### config.mk
export PLATFORM = sky130hd
export DESIGN_NAME = cr_osf_debug_ctl_mc
export DESIGN_NICKNAME = d
export VERILOG_FILES = /design/src/rtl/cr_osf_debug_ctl_mc.sv
export SDC_FILE = /design/constraint.sdc
export NUM_CORES = 1
export LEC_CHECK = 0
export CORE_AREA = 2 2 122 124
export DETAILED_ROUTE_END_ITERATION = 6
export DIE_AREA = 0 0 124 126
export GPL_ROUTABILITY_DRIVEN = 1
export PLACE_DENSITY = 0.92
export RECOVER_POWER = 100
export SYNTH_ARGS = -nofsm -noshare
export SYNTH_HDL_FRONTEND = slang
export SYNTH_SLANG_ARGS = --single-unit
### constraint.sdc
create_clock -name clk -period 8.4 [get_ports clk]
set_clock_uncertainty 0.05 [all_clocks]
set_input_delay 1.26 -clock clk [delete_from_list [all_inputs] [get_ports clk]]
set_output_delay 1.26 -clock clk [all_outputs]
set_load 0.05 [all_outputs]
### src/rtl/cr_osf_debug_ctl_mc.sv
// rtl/cr_osf_debug_ctl_mc.sv - per-channel OSF FIFO debug gating: mode FSM, step credits, stall counters
// Optional read-count breakpoint enabled by defining OSF_DEBUG_BRKPT_EN.
module cr_osf_debug_ctl_mc #(
    parameter int N_CH    = 4,
    parameter int STEP_W  = 8,
    parameter int CNT_W   = 16,
    parameter int RDCNT_W = 16
) (
    input  logic                    clk,
    input  logic                    rst_n,
    input  logic [2*N_CH-1:0]       i_fifo_debug_mode,
    input  logic [N_CH-1:0]         i_single_step_rd,
    input  logic [STEP_W-1:0]       i_step_cnt,
    input  logic                    i_stat_clr,
    input  logic [N_CH-1:0]         i_fifo_empty,
    input  logic [N_CH-1:0]         i_fifo_full,
    input  logic [N_CH-1:0]         i_ob_rd_ok,
    input  logic [N_CH-1:0]         i_src_empty,
    output logic [N_CH-1:0]         o_fifo_hw_rd,
    output logic [N_CH-1:0]         o_fifo_hw_wr,
    output logic [N_CH-1:0]         o_fifo_empty_mod,
    output logic [N_CH*STEP_W-1:0]  o_step_credit,
    output logic [N_CH*CNT_W-1:0]   o_blk_cycles,
    input  logic [RDCNT_W-1:0]      i_brk_cnt_cfg,
    input  logic [N_CH-1:0]         i_brk_clr,
    output logic [N_CH-1:0]         o_brk_hit
);

    typedef enum logic [1:0] {
        ST_RUN     = 2'd0,
        ST_HOLD_RW = 2'd1,
        ST_HOLD_R  = 2'd2,
        ST_STEP    = 2'd3
    } state_t;

    logic                r_en;
    state_t              r_state     [N_CH];
    state_t              w_state_nxt [N_CH];
    logic [STEP_W-1:0]   r_credit    [N_CH];
    logic [STEP_W-1:0]   w_credit_nxt[N_CH];
    logic [STEP_W-1:0]   w_add       [N_CH];
    logic [STEP_W:0]     w_sum       [N_CH];
    logic [CNT_W-1:0]    r_blk       [N_CH];
    logic [N_CH-1:0]     w_empty_mod;
    logic [N_CH-1:0]     w_hw_rd;
    logic [N_CH-1:0]     w_hw_wr;
    logic [N_CH-1:0]     w_brk_force;

    // Gating outputs; everything is masked until the first edge after reset release.
    always_comb begin
        for (int i = 0; i < N_CH; i++) begin
            w_empty_mod[i] = 1'b1;
            w_hw_wr[i]     = 1'b0;
            if (r_en) begin
                case (r_state[i])
                    ST_RUN: begin
                        w_empty_mod[i] = i_fifo_empty[i];
                        w_hw_wr[i]     = !i_src_empty[i] && !i_fifo_full[i];
                    end
                    ST_HOLD_RW: begin
                        w_empty_mod[i] = 1'b1;
                        w_hw_wr[i]     = 1'b0;
                    end
                    ST_HOLD_R: begin
                        w_empty_mod[i] = 1'b1;
                        w_hw_wr[i]     = !i_src_empty[i] && !i_fifo_full[i];
                    end
                    default: begin
                        w_empty_mod[i] = i_fifo_empty[i] || (r_credit[i] == '0);
                        w_hw_wr[i]     = !i_src_empty[i] && !i_fifo_full[i];
                    end
                endcase
            end
            w_hw_rd[i] = r_en && i_ob_rd_ok[i] && !w_empty_mod[i];
        end
    end

    always_comb begin
        for (int i = 0; i < N_CH; i++) begin
            w_state_nxt[i] = w_brk_force[i] ? ST_HOLD_R : state_t'(i_fifo_debug_mode[2*i +: 2]);
        end
    end

    // Credit arithmetic is one bit wider so pulse+read nets out before saturating.
    always_comb begin
        for (int i = 0; i < N_CH; i++) begin
            w_add[i] = '0;
            if (i_single_step_rd[i])
                w_add[i] = (i_step_cnt == '0) ? STEP_W'(1) : i_step_cnt;
            w_sum[i] = {1'b0, r_credit[i]} + {1'b0, w_add[i]} - {{STEP_W{1'b0}}, w_hw_rd[i]};
            if (r_state[i] != ST_STEP)
                w_credit_nxt[i] = '0;
            else if (w_sum[i][STEP_W])
                w_credit_nxt[i] = '1;
            else
                w_credit_nxt[i] = w_sum[i][STEP_W-1:0];
        end
    end

    always_ff @(posedge clk or negedge rst_n) begin
        if (!rst_n) begin
            r_en <= 1'b0;
            for (int i = 0; i < N_CH; i++) begin
                r_state[i]  <= ST_RUN;
                r_credit[i] <= '0;
                r_blk[i]    <= '0;
            end
        end else begin
            r_en <= 1'b1;
            for (int i = 0; i < N_CH; i++) begin
                r_state[i]  <= w_state_nxt[i];
                r_credit[i] <= w_credit_nxt[i];
                if (i_stat_clr)
                    r_blk[i] <= '0;
                else if (!i_fifo_empty[i] && w_empty_mod[i] && r_en && (r_blk[i] != '1))
                    r_blk[i] <= r_blk[i] + CNT_W'(1);
            end
        end
    end

`ifdef OSF_DEBUG_BRKPT_EN
    logic [RDCNT_W-1:0] r_rdcnt [N_CH];
    logic [N_CH-1:0]    r_brk_hit;
    logic [N_CH-1:0]    w_rd_run;
    logic [N_CH-1:0]    w_brk_trig;

    // Trip on the read that brings the count to the limit so the hold starts before another read.
    always_comb begin
        for (int i = 0; i < N_CH; i++) begin
            w_rd_run[i]   = w_hw_rd[i] && (r_state[i] == ST_RUN);
            w_brk_trig[i] = w_rd_run[i] && (i_brk_cnt_cfg != '0) &&
                            (r_rdcnt[i] == i_brk_cnt_cfg - RDCNT_W'(1));
        end
    end

    always_ff @(posedge clk or negedge rst_n) begin
        if (!rst_n) begin
            r_brk_hit <= '0;
            for (int i = 0; i < N_CH; i++) r_rdcnt[i] <= '0;
        end else begin
            for (int i = 0; i < N_CH; i++) begin
                if (i_brk_clr[i]) begin
                    r_brk_hit[i] <= 1'b0;
                    r_rdcnt[i]   <= '0;
                end else begin
                    if (w_rd_run[i]) r_rdcnt[i] <= r_rdcnt[i] + RDCNT_W'(1);
                    if (w_brk_trig[i]) r_brk_hit[i] <= 1'b1;
                end
            end
        end
    end

    assign w_brk_force = (r_brk_hit | w_brk_trig) & ~i_brk_clr;
    assign o_brk_hit   = r_brk_hit;
`else
    wire w_unused_brk = ^{i_brk_cnt_cfg, i_brk_clr};
    assign w_brk_force = '0;
    assign o_brk_hit   = '0;
`endif

    assign o_fifo_hw_rd     = w_hw_rd;
    assign o_fifo_hw_wr     = w_hw_wr;
    assign o_fifo_empty_mod = w_empty_mod;

    always_comb begin
        for (int i = 0; i < N_CH; i++) begin
            o_step_credit[i*STEP_W +: STEP_W] = r_credit[i];
            o_blk_cycles[i*CNT_W +: CNT_W]    = r_blk[i];
        end
    end

endmodule

# --- Word-level counts from Yosys, hierarchy flattened ---
# Cells that the tools add are included.
op_classes:
  n_addsub: 12
  eq_ne: 16
  n_mux: 37
  reduce_logical: 61
ops:
  columns: ["operator", "n"]
  rows:
  - ["$mux W16", 8]
  - ["$mux W8", 13]
  - ["$add A16 B1 Y16 const B", 4]
  - ["$ne A16 B16 Y1 const B", 4]
  - ["$logic_not A8 Y1", 5]
  - ["$add A8 B8 Y9", 4]
  - ["$sub A9 B1 Y9", 4]
  - ["$logic_and A1 B1 Y1", 24]
  - ["$logic_not A1 Y1", 16]
  - ["$mux W1", 12]
  - ["$eq A2 B1 Y1 const B", 4]
  - ["$eq A2 B2 Y1 const B", 4]
  - ["$logic_not A2 Y1", 4]
  - ["$ne A2 B2 Y1 const B", 4]
  - ["$pmux W1 S2", 4]
  - ["$reduce_bool A2 Y1", 4]
  - ["$reduce_or A2 Y1", 4]
  - ["$logic_or A1 B1 Y1", 4]
word_totals:
  ff_bits: 105
  input_bits: 59
  output_inout_bits: 112
  elab_cells: 139

# --- Longest topological paths before layout ---
# Gate-level depths: netlist of run 1.
depth:
  depth_word: 9
  mapped_depth: 17
  depth_no_buf: 17

# --- Worst setup path before layout of run 1 ---
# No wires, ideal clock.
synth_path:
  path_type: "input to register"
  start: "input port i_fifo_empty[2]"
  end: "register r_credit (netlist bit o_step_credit[23])"
  setup_time_ns: 0.131
  arrival_ns: 5.100
  slack_ns: 3.118
  path_stages: 13
  n_path_buf: 0
  cell_sequence: "nor2b_1 o21ai_0 nor2_1 ha_1 inv_1 ha_1 inv_1 fa_1 nor2b_1 o2111ai_1 a31oi_1 mux2i_1 or3_1"
synth_lines:
  columns: ["element", "line", "source"]
  rows:
  - ["start, declared", "15", "input logic [N_CH-1:0] i_fifo_empty,"]
  - ["end signal, assigned by index", "112", "r_credit[i] <= w_credit_nxt[i];"]
  - ["end, declared", "39", "logic [STEP_W-1:0] r_credit [N_CH];"]

==> flow_summary.toml, run 1 <==
[run_status]
run_status = "complete, but fails checks"
violations = "max-capacitance violations, max-slew violations"

[placement]
placed_area_sq_mm = 0.00941
hpwl_mm = 14.6
port_buffers = 146
gp_congestion = 0.916
dp.cells = 1200

[final_layout]
drive_gt1_frac = 0.0407
fill_cells = 1119
syn_to_final_growth_pct = 23.5
nets = 1170
multi_input_area_sq_mm = 0.00458
final_cells = 1216
seq_area_sq_mm = 0.00263
stdcell_area_sq_mm = 0.00966
antenna_cells = 0

[worst_hold_path]
hold_class = "reg -> reg"

[detailed_routing]
first_pass_iters = 5
finalWirelength_mm = 20.0
wl_per_cell_microns = 16.4
via_count = 7215
drtIter0Drc = 673
drcViolationCount = 0
vias_per_cell = 5.93
ant_nets = 0

[worst_setup_path]
crit_path_end = "o_step_credit[8]"
r2r_cells = 17
crit_type = "in -> reg"
required_ns = 8.57
end_kind = "flip-flop"
crit_arrival_ns = 4.91
r2r_start = "r_state[2]"
cp_max_fo = 8
r2r_slack_ns = 4.23
r2r_end = "o_step_credit[20]"
crit_start = "i_step_cnt[1]"
start_kind = "input port"

[die]
io_pins = 171
die-area_sq_mm = 0.0156
fp-row-count = 44
die_w_microns = 124
die_y_microns = 126
core_area_sq_mm = 0.0143
floorplan.initialDensity = 0.547

[synth]
yosysUniqueCellTypes = 68
synth_edf_count = 0
syn-instance-count = 892
ys.warnings.count = 0
synth_seq_area_share = 0.336
ys.flop_type = "dfrtp_1"
syn-mean-instance-area_sq_um = 8.77
synthArstFlopShare = 1.00
synth-seq-cells = 105
synth.cell_area_sq_mm = 0.00782

[sta]
rsz0062_at_grt = "no"
fin_setup_tns_ns = 0
clock.fmax_mhz = 211
hold_viol = 0
final-setup-viol-count = 0
worstMarginPinSlew_ns = 2.53
holdWs_ns = 0.520
post-route-period-util = 0.564
drv_slew = 47
maxSlewHeadroom = -0.688
finalCriticalPeriod_ns = 4.74

[global_routing]
grt_max_degree = 75
grt_pass1_vias = 6836
grt_usage = 0.260
grt_overflow = 0
grt_antenna_before_repair = 0
grt_pass1_wl_mm = 32.5

[cts]
cts_num_sinks = 105
cts_resized = 0
cts_inserted_buffers = 9
cts_buffer_depth = 2
clock_tree.root_cell = "clkbuf_16"
cts_setup_buffers = 0
insertion_delay_ns = 0.36
clk_transition_reported_paths_ns = 0.08
cts.htree.levels = 3
cts_tree = "yes"
ctsHoldBuffers = 0

[pwr]
p_leak_nw = 4.53
p_per_area_mw_per_mm2 = 253
peakVddDrop_v = 0.000221

[job]
maxCapViolations = 1
[critical path: stages]
cell,delay (ns)
dlygate4sd3_1,0.68
nor3_1,0.25
a21o_1,0.29
nand2_1,0.09
ha_1,0.28
inv_1,0.04
ha_1,0.19
inv_1,0.07
fa_1,0.21
nor2b_1,0.07
o2111a_1,0.26
nor3_1,0.70
or2_0,0.37
a211oi_1,0.14
[state kept, by name, indices dropped and copies added, names as in the netlist]
signal	flops
r_state	8
o_blk_cycles	64
r_en	1
o_step_credit	32
[where the power goes]
group | switching, W | leakage, nW | total, W | internal (W)
combinational | 0.000853 | 2.97 | 0.00137 | 0.000521
sequential | 0.0000609 | 1.42 | 0.000622 | 0.000561
clock | 0.000205 | 0.148 | 0.000448 | 0.000243
[per-layer routing]
layer	share of wire	track usage
met1	0.43	0.347
met2	0.49	0.435
met3	0.059	0.0344
met4	0.019	0.0839
met5	0	0
[Yosys cell counts, types with 12 or more instances]
master / number / share of area
inv_1: 117 / 0.056
dfrtp_1: 105 / 0.34
ha_1: 80 / 0.13
nand2_1: 77 / 0.037
nor2_1: 55 / 0.026
a21oi_1: 47 / 0.030
xnor2_1: 32 / 0.036
nor3_1: 31 / 0.020
nand3_1: 25 / 0.016
nor2b_1: 23 / 0.018
o21a_1: 20 / 0.019
clkbuf_1: 19 / 0.0091
nand4_1: 19 / 0.015
o21ai_0: 16 / 0.010
or4_1: 15 / 0.014
o31ai_1: 14 / 0.013
or3_1: 14 / 0.011
nor4_1: 12 / 0.0096
[cells in the final DEF (no fill, tap or decap), types with 6 or more instances in the layout]
master / Yosys / final
xnor2_1: 32 / 32
clkbuf_16: 0 / 9
mux2i_1: 7 / 7
xor2_1: 10 / 10
or3_1: 14 / 14
nor4b_1: 11 / 12
nor3_1: 31 / 32
nand2b_1: 6 / 6
o21a_1: 20 / 20
a21o_1: 10 / 10
nand3b_1: 8 / 8
dfrtp_1: 105 / 105
and3_1: 8 / 8
clkdlybuf4s50_1: 0 / 23
inv_1: 117 / 117
a21oi_1: 47 / 47
nand3_1: 25 / 25
o31a_1: 6 / 6
a31oi_1: 7 / 7
a211oi_1: 6 / 7
and4_1: 6 / 6
o31ai_1: 14 / 14
nor4_1: 12 / 12
or4_1: 15 / 15
nor2_1: 55 / 55
nor2b_1: 23 / 23
nand4_1: 19 / 19
o21ai_0: 16 / 16
nand2_1: 77 / 78
ha_1: 80 / 80
dlygate4sd3_1: 0 / 121
[metrics by stage]
stage          power, W  setup slack, ns  utilization
2_1_floorplan   0.00165             3.12            -
3_3_place_gp    0.00195             3.61        0.657
3_5_place_dp    0.00200             3.55        0.657
4_1_cts         0.00246             3.86        0.679
5_1_grt         0.00260             3.33        0.675
6_report        0.00244             3.66        0.675
[worst min-delay path by stage]
stage / from / end / slack [ns] / cells past startpoint
3_3_place_gp: o_blk_cycles[54] / o_blk_cycles[54] / 0.51 / 2
2_1_floorplan: r_en / o_blk_cycles[15] / 0.71 / 4
6_report: o_blk_cycles[10] / o_blk_cycles[10] / 0.52 / 2
5_1_grt: o_blk_cycles[46] / o_blk_cycles[46] / 0.55 / 2
3_5_place_dp: o_blk_cycles[10] / o_blk_cycles[10] / 0.52 / 2
4_1_cts: o_blk_cycles[10] / o_blk_cycles[10] / 0.53 / 2
[area by class of cell]
| cell class | count | area share |
|---|---|---|
| clock buffer | 11 | 0.0251 |
| clock inverter | 5 | 0.00648 |
| inverter | 117 | 0.0455 |
| multi-input combinational | 645 | 0.475 |
| sequential | 105 | 0.272 |
| tap | 184 | 0.0238 |
| timing repair buffer | 149 | 0.152 |
[cells by family (layout without fill, tap and decap cells)]
| kind of cell | after synthesis | in the layout | share of synthesized area |
|---|---|---|---|
| AO/OA/AOI/OAI | 160 | 160 | 0.146 |
| other | 2 | 5 | 0.000960 |
| buffers and inverters | 145 | 282 | 0.0729 |
| AND/OR/NAND/NOR | 339 | 339 | 0.239 |
| multiplexers | 15 | 15 | 0.0205 |
| flip-flops | 105 | 105 | 0.336 |
| adder cells (fa/ha/maj) | 84 | 84 | 0.138 |
| XOR/XNOR | 42 | 42 | 0.0470 |
No activity file was read; power rests on OpenSTA's default activity.
==> run 2: changes to the inputs <==
CORE_AREA = 2 2 133 135   (was 2 2 122 124)
DIE_AREA = 0 0 135 137   (was 0 0 124 126)
PLACE_DENSITY = 0.83   (was 0.92)
clock period = 4 ns   (was 8.4 ns; I/O delays follow)
==> run 2 against run 1 <==
Critical path type is now reg -> reg. Total power increased by 110%. Design area rose by 2.7%. The flow still finishes with violations (max-capacitance violations, max-slew violations). Register-to-register slack worse by 4.0 ns.
==> flow_summary.toml, run 2 (synthesized netlist as in run 1, its figures left out) <==
[die]
floorplan.initialDensity = 0.459
io_pins = 171
fp-row-count = 48
die-area_sq_mm = 0.0185
die_w_microns = 135
die_y_microns = 137
core_area_sq_mm = 0.0171

[worst_setup_path]
crit_slowest_cell = "dfrtp_1"
crit_cells = 16
cpPeakStageDelay_ns = 0.38
r2r_cells = 16
r2r_end = "o_step_credit[7]"
end_kind = "flip-flop"
start_kind = "flip-flop"
required_ns = 4.23
crit_family = "adder cells"
cp_max_fo = 3
path_buf_inv = 3
r2r_start = "r_state[6]"
path_cells = "inv_1, ha_1, nor2b_1, a31o_2, o32ai_1, and3_1, ha_1, inv_1, ha_1, inv_1, fa_1, nor2b_1, o2111ai_1, a31oi_2, mux2_2, nand3b_1"
r2r_slack_ns = 0.27
crit_type = "reg -> reg"
crit_arrival_ns = 3.96

[cts]
clk_transition_reported_paths_ns = 0.07
cts.htree.levels = 3
cts_num_sinks = 105
cts_inserted_buffers = 9
cts_buffer_depth = 2
cts_tree = "yes"
clock_tree.root_cell = "clkbuf_16"
insertion_delay_ns = 0.35

[detailed_routing]
first_pass_iters = 5
via_count = 7051
finalWirelength_mm = 19.5
wl_per_cell_microns = 15.1
drtIter0Drc = 468
drcViolationCount = 0
ant_nets = 0
vias_per_cell = 5.49

[run_status]
run_status = "complete, but fails checks"
violations = "max-capacitance violations, max-slew violations"

[global_routing]
grt_pass1_vias = 6717
grt_antenna_before_repair = 0
grt_usage = 0.219
grt_max_degree = 56
grt_pass1_wl_mm = 32.8
grt_overflow = 0

[worst_hold_path]
hold_class = "reg -> reg"
min_from = "o_blk_cycles[10]"
whs_endpoint = "o_blk_cycles[10]"
whs_path_depth = 2

[placement]
port_buffers = 146
hpwl_mm = 15.0
gp_congestion = 0.871
dp.cells = 1269

[final_layout]
largest_register_ff_count = 64
final_common_cell = "inv_1"
drive_gt1_frac = 0.0679
final_cells = 1285
final_cell_mix = "inv_1, dlygate4sd3_1, dfrtp_1, ha_1, nand2_1"
fill_cells = 1517
nets = 1198
antenna_cells = 0
syn_to_final_growth_pct = 26.8

[sta]
final-setup-viol-count = 0
drv_slew = 56
clock.fmax_mhz = 268
finalCriticalPeriod_ns = 3.73
rsz0062_at_grt = "no"
hold_viol = 0
holdWs_ns = 0.525
worstMarginPinSlew_ns = 2.88
maxSlewHeadroom = -0.921
post-route-period-util = 0.932

[job]
maxCapViolations = 1

[pwr]
p_leak_nw = 4.65
p_per_area_mw_per_mm2 = 513
peakVddDrop_v = 0.000336
==> run 2: worst max-delay path by stage <==
stage | to | slack, ns | start
finish | o_step_credit[7] | 0.27 | r_state[6]
CTS | o_step_credit[3] | 0.20 | r_state[6]
floorplan | o_step_credit[23] | 0.009 | o_step_credit[21]
global placement | o_step_credit[26] | 0.02 | i_step_cnt[4]
detailed placement | o_step_credit[3] | -0.1 | i_step_cnt[4]
global route | o_step_credit[8] | 0.02 | r_state[4]
==> run 2: per-layer routing <==
metal,global-route usage,vias to the layer above,share of wire
met5,0,-,0
met4,0.0602,0,0.0094
met3,0.0307,12,0.047
met2,0.370,169,0.49
met1,0.295,3397,0.46
li1,-,3473,-
==> run 2: stage by stage <==
step                 util  TNS (ns)  area (sq um)  power (W)  setup WS (ns)
finish              0.581         0          9920    0.00509          0.271
global route        0.581         0          9920    0.00549         0.0153
CTS                 0.586         0          9990    0.00516          0.197
detailed placement  0.570     -1.37          9710    0.00427        -0.0964
global placement    0.570         0          9710    0.00420         0.0168
floorplan               -         0          7880    0.00348        0.00913
==> run 2: final cells by class <==
type / count / area [sq um] / area share
multi-input combinational: 645 / 4620 / 0.466
sequential: 105 / 2630 / 0.265
timing repair buffer: 177 / 1670 / 0.168
inverter: 117 / 439 / 0.0443
tap: 225 / 282 / 0.0284
clock buffer: 10 / 229 / 0.0231
clock inverter: 6 / 50.0 / 0.00505
==> run 2: report_power, final <==
part / total (W) / internal, W / switching [W]
Clock: 0.000858 / 0.000431 / 0.000427
Sequential: 0.00131 / 0.00118 / 0.000135
Combinational: 0.00291 / 0.00116 / 0.00175
Total: 0.00509 / 0.00277 / 0.00232
==> run 2: worst register-to-register path: cells and delay by family (launching register included) <==
family                   cells  cell delay (ns)
AO/OA/AOI/OAI                4             0.91
multiplexers                 1             0.37
flip-flops                   1             0.38
AND/OR/NAND/NOR              4             0.69
buffers and inverters        3             0.18
adder cells (fa/ha/maj)      4             1.10
==> run 2: repair_timing <==
item                                   CTS  global route
hold buffers                             0             0
setup endpoints to repair                0             6
resized for setup                        0             2
setup buffers                            0             0
endpoints found under the hold margin    0             0
